### src/rtl/cpu_load_sequencer_pkg.sv
// Shared types and constants for the CPU load/run/check sequencer.
package cpu_tb_pkg;

  typedef enum logic [2:0] {
    S_IDLE,
    S_LOAD_D,
    S_LOAD_I,
    S_RUN,
    S_READBACK,
    S_DONE
  } seq_state_t;

  localparam logic [6:0] STOP_OPC_DEFAULT = 7'b1111110;

  localparam logic [3:0] TID_BASIC = 4'd0;
  localparam logic [3:0] TID_MULT1 = 4'd1;
  localparam logic [3:0] TID_MULT2 = 4'd2;
  localparam logic [3:0] TID_MULT3 = 4'd3;
  localparam logic [3:0] TID_MULT4 = 4'd4;

endpackage

### src/rtl/cpu_load_sequencer_seq_addr_gen.sv
// Word-index counter producing a byte address (BASE + idx) << SHIFT.
module seq_addr_gen
  import cpu_tb_pkg::*;
#(
  parameter int unsigned AW    = 64,
  parameter int unsigned IW    = 16,
  parameter int unsigned SHIFT = 3,
  parameter int unsigned BASE  = 0
) (
  input  logic          clk,
  input  logic          rst,
  input  logic          clr,
  input  logic          inc,
  output logic [IW-1:0] idx,
  output logic [AW-1:0] addr
);

  always_ff @(posedge clk) begin
    if (rst || clr)
      idx <= '0;
    else if (inc)
      idx <= idx + IW'(1);
  end

  assign addr = (AW'(BASE) + AW'(idx)) << SHIFT;

endmodule

### src/rtl/cpu_load_sequencer.sv
// Preloads dmem/imem over the ext ports, runs the CPU to STOP or timeout,
// then reads back a dmem window against an expected-value ROM.
module cpu_load_sequencer
  import cpu_tb_pkg::*;
#(
  parameter int unsigned     IMEM_DW    = 32,
  parameter int unsigned     DMEM_DW    = 64,
  parameter int unsigned     AW         = 64,
  parameter int unsigned     IMEM_DEPTH = 128,
  parameter int unsigned     DMEM_DEPTH = 128,
  parameter int unsigned     CHK_BASE   = 35,
  parameter int unsigned     CHK_LEN    = 12,
  parameter logic [6:0]      STOP_OPC   = STOP_OPC_DEFAULT,
  parameter longint unsigned TIMEOUT    = 1048576
) (
  input  logic                             clk,
  input  logic                             rst,
  input  logic                             start,
  input  logic                             ld_valid,
  output logic                             ld_ready,
  input  logic [DMEM_DW-1:0]               ld_data,
  output logic [AW-1:0]                    addr_ext,
  output logic                             wen_ext,
  output logic [IMEM_DW-1:0]               wdata_ext,
  output logic                             ren_ext,
  output logic [AW-1:0]                    addr_ext_2,
  output logic                             wen_ext_2,
  output logic                             ren_ext_2,
  output logic [DMEM_DW-1:0]               wdata_ext_2,
  input  logic [DMEM_DW-1:0]               rdata_ext_2,
  input  logic [IMEM_DW-1:0]               instruction,
  output logic                             cpu_enable,
  output logic [$clog2(CHK_LEN+1)-1:0]     exp_idx,
  input  logic [DMEM_DW-1:0]               exp_data,
  output logic                             done,
  output logic                             pass,
  output logic                             timeout,
  output logic [3:0]                       test_id,
  output logic [31:0]                      cycles,
  output logic [$clog2(CHK_LEN+1)-1:0]     mism_cnt,
  output logic [$clog2(CHK_LEN+1)-1:0]     first_mism
);

  localparam int unsigned CW  = $clog2(CHK_LEN + 1);
  localparam int unsigned IW  = 16;
  localparam int unsigned DSH = $clog2(DMEM_DW / 8);
  localparam int unsigned ISH = $clog2(IMEM_DW / 8);

  seq_state_t    state;
  logic [31:0]   run_cnt;
  logic [CW-1:0] rb_cnt;
  logic [IW-1:0] d_idx, i_idx, r_idx;
  logic [AW-1:0] d_addr, i_addr, r_addr;
  logic          go, beat, stop_hit, at_limit, run_end, rd_issue, mism;
  logic          unused_instr;

  assign go       = start && (state == S_IDLE || state == S_DONE);
  assign beat     = ld_valid && ld_ready;
  assign stop_hit = instruction[6:0] == STOP_OPC;
  assign at_limit = run_cnt == 32'(TIMEOUT - 64'd1);
  assign run_end  = cpu_enable && (stop_hit || at_limit);
  // Read k is issued one cycle ahead so ren/addr are registered when visible.
  assign rd_issue = (state == S_RUN && run_end) ||
                    (state == S_READBACK && r_idx < IW'(CHK_LEN));
  assign mism     = (state == S_READBACK) && (rb_cnt != '0) && (rdata_ext_2 != exp_data);
  assign ren_ext  = 1'b0;
  assign unused_instr = ^instruction[27:7];

  seq_addr_gen #(.AW(AW), .IW(IW), .SHIFT(DSH), .BASE(0)) u_dgen (
    .clk(clk), .rst(rst), .clr(go), .inc(beat && state == S_LOAD_D),
    .idx(d_idx), .addr(d_addr)
  );

  seq_addr_gen #(.AW(AW), .IW(IW), .SHIFT(ISH), .BASE(0)) u_igen (
    .clk(clk), .rst(rst), .clr(go), .inc(beat && state == S_LOAD_I),
    .idx(i_idx), .addr(i_addr)
  );

  seq_addr_gen #(.AW(AW), .IW(IW), .SHIFT(DSH), .BASE(CHK_BASE)) u_rgen (
    .clk(clk), .rst(rst), .clr(!(state == S_RUN || state == S_READBACK)),
    .inc(rd_issue), .idx(r_idx), .addr(r_addr)
  );

  always_ff @(posedge clk) begin
    if (rst) begin
      state       <= S_IDLE;
      ld_ready    <= 1'b0;
      addr_ext    <= '0;
      wen_ext     <= 1'b0;
      wdata_ext   <= '0;
      addr_ext_2  <= '0;
      wen_ext_2   <= 1'b0;
      ren_ext_2   <= 1'b0;
      wdata_ext_2 <= '0;
      cpu_enable  <= 1'b0;
      exp_idx     <= '0;
      done        <= 1'b0;
      pass        <= 1'b0;
      timeout     <= 1'b0;
      test_id     <= '0;
      cycles      <= '0;
      mism_cnt    <= '0;
      first_mism  <= '0;
      run_cnt     <= '0;
      rb_cnt      <= '0;
    end else begin
      wen_ext   <= 1'b0;
      wen_ext_2 <= 1'b0;
      ren_ext_2 <= 1'b0;
      case (state)
        S_IDLE, S_DONE: begin
          if (start) begin
            state      <= S_LOAD_D;
            ld_ready   <= 1'b1;
            done       <= 1'b0;
            pass       <= 1'b0;
            timeout    <= 1'b0;
            mism_cnt   <= '0;
            first_mism <= '0;
          end
        end
        S_LOAD_D: begin
          if (beat) begin
            wen_ext_2   <= 1'b1;
            addr_ext_2  <= d_addr;
            wdata_ext_2 <= ld_data;
            if (d_idx == IW'(DMEM_DEPTH - 1))
              state <= S_LOAD_I;
          end
        end
        S_LOAD_I: begin
          if (beat) begin
            wen_ext   <= 1'b1;
            addr_ext  <= i_addr;
            wdata_ext <= ld_data[IMEM_DW-1:0];
            if (i_idx == IW'(IMEM_DEPTH - 1)) begin
              state    <= S_RUN;
              ld_ready <= 1'b0;
            end
          end
        end
        S_RUN: begin
          rb_cnt  <= '0;
          exp_idx <= '0;
          if (!cpu_enable) begin
            cpu_enable <= 1'b1;
            run_cnt    <= '0;
          end else if (stop_hit) begin
            cycles     <= run_cnt;
            test_id    <= instruction[31:28];
            cpu_enable <= 1'b0;
            state      <= S_READBACK;
          end else if (at_limit) begin
            cycles     <= run_cnt;
            timeout    <= 1'b1;
            cpu_enable <= 1'b0;
            state      <= S_READBACK;
          end else begin
            run_cnt <= run_cnt + 32'd1;
          end
        end
        S_READBACK: begin
          exp_idx <= rb_cnt;
          rb_cnt  <= rb_cnt + CW'(1);
          if (mism) begin
            mism_cnt <= mism_cnt + CW'(1);
            if (mism_cnt == '0)
              first_mism <= exp_idx;
          end
          if (rb_cnt == CW'(CHK_LEN)) begin
            state <= S_DONE;
            done  <= 1'b1;
            pass  <= !timeout && (mism_cnt == '0) && !mism;
          end
        end
        default: state <= S_IDLE;
      endcase
      if (rd_issue) begin
        ren_ext_2  <= 1'b1;
        addr_ext_2 <= r_addr;
      end
    end
  end

endmodule

### config.mk
export PLATFORM = sky130hd
export DESIGN_NAME = cpu_load_sequencer
export DESIGN_NICKNAME = d
export VERILOG_FILES = /design/src/rtl/cpu_load_sequencer_pkg.sv /design/src/rtl/cpu_load_sequencer_seq_addr_gen.sv /design/src/rtl/cpu_load_sequencer.sv
export SDC_FILE = /design/constraint.sdc
export NUM_CORES = 1
export LEC_CHECK = 0
export CAP_MARGIN = 20
export CORE_AREA = 2 2 200 202
export DETAILED_ROUTE_END_ITERATION = 10
export DIE_AREA = 0 0 202 204
export PLACE_DENSITY = 0.63
export SLEW_MARGIN = 30
export SYNTH_ARGS = -nofsm -noshare
export SYNTH_HDL_FRONTEND = slang
export SYNTH_SLANG_ARGS = --single-unit
### constraint.sdc
create_clock -name clk -period 2.97 [get_ports clk]
set_input_delay 0.297 -clock clk [delete_from_list [all_inputs] [get_ports clk]]
set_output_delay 0.297 -clock clk [all_outputs]
set_load 0.01 [all_outputs]
# Yosys cells after proc, flatten, opt, wreduce, memory -nomap -nowiden
# Index checks and enable logic that the tools add are counted.
dict set report op_classes {
  addsub 7
  magnitude_cmp 1
  n_eq_ne 25
  muxes 44
  bitwise_logic 2
  n_reduce_logical 45
}
# operator n
set ops {}
lappend ops {{two-way mux 64 bit} 3}
lappend ops {{two-way mux 32 bit} 5}
lappend ops {{inequality test 64 bit} 1}
lappend ops {{adder 16 x 1 -> 16 bit (second input constant)} 3}
lappend ops {{adder 32 x 1 -> 32 bit (second input constant)} 1}
lappend ops {{equality test 16 x 7 -> 1 bit (second input constant)} 2}
lappend ops {{equality test 32 x 20 -> 1 bit (second input constant)} 1}
lappend ops {{one-hot mux 4 bit (2 select lines)} 4}
lappend ops {{two-way mux 3 bit} 9}
lappend ops {{inequality test 2 bit (second input constant)} 9}
lappend ops {{adder 6 x 16 -> 17 bit (first input constant)} 1}
lappend ops {{< comparator 16 x 4 -> 1 bit (second input constant)} 1}
lappend ops {{two-way mux 4 bit} 4}
lappend ops {{one-hot mux 3 bit (5 select lines)} 1}
lappend ops {{AND reduction 3 bit} 5}
lappend ops {{two-way mux 1 bit} 14}
lappend ops {{nonzero test 2 bit} 7}
lappend ops {{logical AND 1 bit} 11}
lappend ops {{adder 4 x 1 -> 4 bit (second input constant)} 2}
lappend ops {{inequality test 2 x 1 -> 1 bit (second input constant)} 4}
lappend ops {{one-hot mux 1 bit (2 select lines)} 4}
lappend ops {{AND reduction 4 bit} 2}
lappend ops {{AND reduction 8 bit} 1}
lappend ops {{equality test 7 bit (second input constant)} 1}
lappend ops {{other kinds (14)} 28}
dict set report word_totals {
  ff_bits 316
  inputBits 228
  output_inout_bits 281
  word_cells 147
}

# Logic depth before layout (Yosys ltp)
dict set report depth {
  depth_word 7
  mapped_depth 9
}

# Cells and area by module
# A second synthesis with hierarchy kept.
dict set report unflattened {
  cells_unflattened 2101
  hier_area_um2 17047.6
}
# module instances cells_each area_per_inst_um2 seq_area_each_um2
set modules_own_cells {}
lappend modules_own_cells {cpu_load_sequencer 1 1633 13237.7 6386.1}
lappend modules_own_cells {{seq_addr_gen at u_dgen ...} 2 146 1201.2 320.3}
lappend modules_own_cells {{seq_addr_gen at u_rgen} 1 176 1407.6 320.3}

# Least setup slack after synthesis
# No wires, ideal clock.
dict set report synth_path {
  path_type {register -> register}
  from {register run_cnt[0]}
  to {register u_rgen.idx[3]}
  arrival_ps 2103
  slack_ps 737
  stages_incl_launch_ff 10
  path_buffers 1
  path_cell_list {dfxtp_1 ha_1 nand3_1 or3_4 o31ai_4 a31oi_4 buf_6 nor3b_2 xnor2_1 nor2_1}
}
dict set report synth_via {
  elab_chain_len 5
}
# item line
set synth_rtl {}
lappend synth_rtl {{start: declaration} cpu_load_sequencer.sv:50} ;# logic [31:0] run_cnt;
lappend synth_rtl {{start signal: assignment} cpu_load_sequencer.sv:159} ;# run_cnt <= run_cnt + 32'd1;
lappend synth_rtl {{equality test 32 x 20 -> 1 bit} cpu_load_sequencer.sv:60} ;# assign at_limit = run_cnt == 32'(TIMEOUT - 64'd1);
lappend synth_rtl {{logical OR 1 bit} cpu_load_sequencer.sv:61} ;# assign run_end = cpu_enable && (stop_hit || at_limit);
lappend synth_rtl {{logical AND 1 bit} cpu_load_sequencer.sv:61}
lappend synth_rtl {{logical AND 1 bit} cpu_load_sequencer.sv:63} ;# assign rd_issue = (state == S_RUN && run_end) ||
lappend synth_rtl {{logical OR 1 bit} cpu_load_sequencer.sv:63}
lappend synth_rtl {{end signal: assignment} cpu_load_sequencer_seq_addr_gen.sv:22} ;# idx <= idx + IW'(1);
lappend synth_rtl {{end: declaration} cpu_load_sequencer_seq_addr_gen.sv:14} ;# output logic [IW-1:0] idx,
# Every way passes these cells.
# A chain may end at the register's enable or synchronous reset.

# Final worst setup path
dict set report layout_path {
  from {register run_cnt[0]}
  to {register addr_ext_2[19]}
}
dict set report layout_via {
  elab_chain_len 7
  word_cells_on_any_way 9
  cone_classes {1 x eq/ne; 1 x mux; 7 x reduce/logical}
}
# item line
set layout_rtl {}
lappend layout_rtl {{equality test 32 x 20 -> 1 bit *} cpu_load_sequencer.sv:60}
lappend layout_rtl {{logical OR 1 bit *} cpu_load_sequencer.sv:61}
lappend layout_rtl {{logical AND 1 bit *} cpu_load_sequencer.sv:61}
lappend layout_rtl {{logical AND 1 bit *} cpu_load_sequencer.sv:63}
lappend layout_rtl {{logical OR 1 bit *} cpu_load_sequencer.sv:63}
lappend layout_rtl {{nonzero test 2 bit (no source line)} -}
lappend layout_rtl {{AND reduction 2 bit (no source line)} -}
lappend layout_rtl {{end signal: assignment} cpu_load_sequencer.sv:125} ;# addr_ext_2 <= d_addr;
lappend layout_rtl {{end signal: assignment} cpu_load_sequencer.sv:180} ;# addr_ext_2 <= r_addr;
lappend layout_rtl {{end: declaration} cpu_load_sequencer.sv:26} ;# output logic [AW-1:0] addr_ext_2,
# Every way passes the cells marked *; elsewhere a longest branch is shown, timed or not.

==> results.sh <==
export IMPL_status="finished clean"
export IMPL_p_clk_share_pct=44.7
export IMPL_postRouteAntennaNets=0
export IMPL_drive_gt1_share_pct=5.247
export IMPL_fp_dieW_um=202
export IMPL_async_flop_share_pct=0
export IMPL_hpwl_mm=26.36
export IMPL_clk_pin_slew_ns=0.06
export IMPL_drtIter0Drc=539
export IMPL_cp_required_ns=3.40
export IMPL_holdPathStages=3
export IMPL_grt_total_usage_pct=16.90
export IMPL_initial_core_util_pct=31.40
export IMPL_cp_start_kind="flop"
export IMPL_slew_limit_headroom_pct=37.62
export IMPL_synth_seq_cells=272
export IMPL_netlist_instances=1522
export IMPL_htreeDepth=1
export IMPL_dieHeight_um=204
export IMPL_p_sw_share_pct=23.98
export IMPL_critical_path_depth=8
export IMPL_numCtsBuffers=30
export IMPL_gp_congestion=0.8599
export IMPL_power_density_nw_per_um2=499.3
export IMPL_synth_top_cell_area_share_pct=44.26
export IMPL_num_rows=73
export IMPL_grt_pass1_wl_mm=57.49
export IMPL_syn2layout_area_growth_pct=41.85
export IMPL_vias_per_cell=4.635
export IMPL_path_max_fanout=31
export IMPL_grt_pass1_vias=10920
export IMPL_vdd_drop_max_v=0.0004247
export IMPL_ff_latch_area_um2=5445
export IMPL_grt_max_degree=105
export IMPL_fin_crit_sh_pct=88.25
export IMPL_io_buffers=391
export IMPL_drt_wl_total_mm=36.47
export IMPL_fin_cells=2431
export IMPL_synth_area_leaders="dfxtp_1 44%, nand2_1 11%, xnor2_1 7.2%"
export IMPL_skew_ns=0.01525
export IMPL_first_pass_iters=5
export IMPL_p_sw_uw=2089
export IMPL_cts_setup_buffers=0
export IMPL_crit_chain="ha_1 > nand3_1 > or3_4 > o31ai_4 > a31oi_4 > buf_4 > a31oi_1 > nor2_1"
export IMPL_setup_viol=0
export IMPL_diodes=0
export IMPL_cts_root_buf="clkbuf_16"
export IMPL_place_ws_ns=0.1356
export IMPL_hold_buffers=0
export IMPL_maxCapViolations=0
export IMPL_antenna_found_initial=0
export IMPL_slowest_delay_ns=0.44
export IMPL_cts_resized=0
export IMPL_crit_slowest_cell="dfxtp_1"
export IMPL_dieArea_um2=41210
export IMPL_slew_viol_final=0
export IMPL_postSynthAreaPerCell_um2=8.083
export IMPL_critical_path_class="reg -> reg"
export IMPL_power_frac_comb_pct=11.8
export IMPL_cts_sinks=272
export IMPL_finalHoldViolCount=0
export IMPL_synth_area_um2=12300
export IMPL_insertion_delay_ns=0.56
export IMPL_seq_power_share_pct=43.4
export IMPL_multi_input_area_um2=6138
export IMPL_setup_tns_ns=0
export IMPL_ys_types=62
export IMPL_clock_path_buffers=3
export IMPL_ys_warn_count=0
export IMPL_wl_per_cell_um=15.00
export IMPL_numPlacedInstances=2375
export IMPL_core_region_area_um2=39180
export IMPL_tightest_slew_ns=0.9357
export IMPL_rsz0062_at_grt="no"
export IMPL_grt_overflow=0
export IMPL_synth_top_area_cell="dfxtp_1"
export IMPL_vias=11270
export IMPL_critPathTopFamily="compound AO/OA/AOI/OAI gates"
export IMPL_io_pins=509
export IMPL_ys_seq_area_share_pct=44.26
export IMPL_setup_ws_ns=0.3489
export IMPL_final_nets=2119
export IMPL_ys_flop_type="dfxtp_1"
export IMPL_internal_power_uw=6623
export IMPL_critical_path_arrival_ns=3.05
export IMPL_drc=0
export IMPL_rr_worst_depth=8
export IMPL_fillers=3869
export IMPL_leakage_uw=0.005909
export IMPL_critPathCaptureType="flop"
export IMPL_hold_path_class="in -> reg"
export IMPL_fin_crit_ns=2.621
export IMPL_synth_edf_count=0
export IMPL_cp_num_buf_inv=1
export IMPL_fmax_mhz=381.5
export IMPL_cts_tree="yes"
-- cell usage in the layout, fill, tap and decap left out, drive strengths merged, types with 4 or more instances in the layout --
cell type      netlist  final
xnor2              101    101
ha                   9      9
clkinv               0     10
clkbuf              60     43
clkdlybuf4s50        0    390
a311oi              12     12
xor2                47     47
inv                 14     14
dfxtp              272    272
or3                 14     14
nand2b               4      4
mux2i                6      6
a21oi              166    166
conb                 1     96
nor3                23     23
nor2               140    140
nand3               36     36
buf                118     21
nand4               45     45
nand2              358    358
a221oi               5      5
a22oi                5      5
a32o                 4      4
and3                11     11
nor4                16     16
o21ai               17     17
-- layout make-up --
cell class                      count  share of cell area [%]
Multi-Input combinational cell   1153                   35.18
Sequential cell                   272                   31.20
Inverter                           14                  0.3011
Clock buffer                       43                   5.220
Timing Repair Buffer              411                   23.51
Clock inverter                     13                  0.8245
Tap cell                          525                   3.764
-- Yosys cell counts, types with 6 or more instances --
master    count
o21ai_0      13
inv_1        14
nor3_1       17
nand4_1      44
nand3_1      35
and3_1       11
nand2_1     358
dfxtp_1     272
clkbuf_1     60
buf_4        96
xor2_1       47
nor2_1      139
or3_1        12
buf_1        13
xnor2_1     101
a21oi_1     165
buf_2         8
nor4_1       16
a311oi_1     12
ha_1          9
mux2i_1       6
-- logic make-up (layout without fill, tap and decap cells) --
kind of cell             count (synthesis)  after routing  share of synthesized area (%)
XOR/XNOR                               148            148                          10.54
buffers and inverters                  192            481                          8.930
AO/OA/AOI/OAI                          226            226                          10.72
AND/OR/NAND/NOR                        668            668                          24.12
flip-flops                             272            272                          44.26
multiplexers                             6              6                         0.4882
adder cells (fa/ha/maj)                  9              9                         0.9154
other                                    1             96                        0.03048
-- worst register-to-register path, cell delays in order (launching register included) --
cell and delay, ns:
dfxtp_1 0.44, ha_1 0.21, nand3_1 0.16, or3_4 0.41
o31ai_4 0.31, a31oi_4 0.37, buf_4 0.35, a31oi_1 0.19
nor2_1 0.05
-- power by group through the flow --
stage	Clock, uW	Combinational, uW	Sequential [uW]
after global placement	0	1010	3860
after detailed placement	0	1030	3860
after CTS	4030	1030	3780
final	3900	1030	3780
after global routing	4170	1120	3790
after floorplan	0	558	3870
-- state kept, by name (all words and copies together) (netlist names) --
name         flops
ld_ready         1
exp_idx          4
cycles          32
wdata_ext_2     64
done             1
mism_cnt         4
rb_cnt           4
addr_ext_2      17
u_rgen.idx      16
wdata_ext       32
pass             1
test_id          4
first_mism       4
wen_ext_2        1
u_dgen.idx      16
wen_ext          1
cpu_enable       1
state            3
u_igen.idx      16
run_cnt         32
ren_ext_2        1
addr_ext        16
timeout          1
-- through the flow --
step	utilization (%)	area [um2]	hold WS (ns)	power, uW
finish	44.53	17450	0.2311	8712
global route	44.53	17450	0.2158	9079
floorplan	-	12660	0.4330	4427
global placement	41.83	16390	0.4417	4874
CTS	44.53	17450	0.2074	8842
detailed placement	41.84	16400	0.4461	4888
-- final timing paths --
kind | from | slack (ns) | to
worst min register to register | wdata_ext_2[28]$_SDFFE_PP0P_ | 0.45 | wdata_ext_2[28]$_SDFFE_PP0P_
worst max register to register | run_cnt[0]$_SDFFE_PP0P_ | 0.35 | addr_ext_2[19]$_SDFFE_PP0P_
worst max-delay path | run_cnt[0]$_SDFFE_PP0P_ | 0.35 | addr_ext_2[19]$_SDFFE_PP0P_
worst min-delay path | rst | 0.23 | first_mism[0]$_SDFFE_PP0P_
-- metal layers --
layer / GRT usage, % / routed length [um] / up-vias
met1: 21.67 / 16240 / 5259
met3: 3.061 / 2113 / 62
met4: 5.567 / 1153 / 0
met5: 0 / 0 / -
met2: 28.69 / 16960 / 339
li1: - / - / 5608
Note: power is estimated with default switching activity, not from simulation.
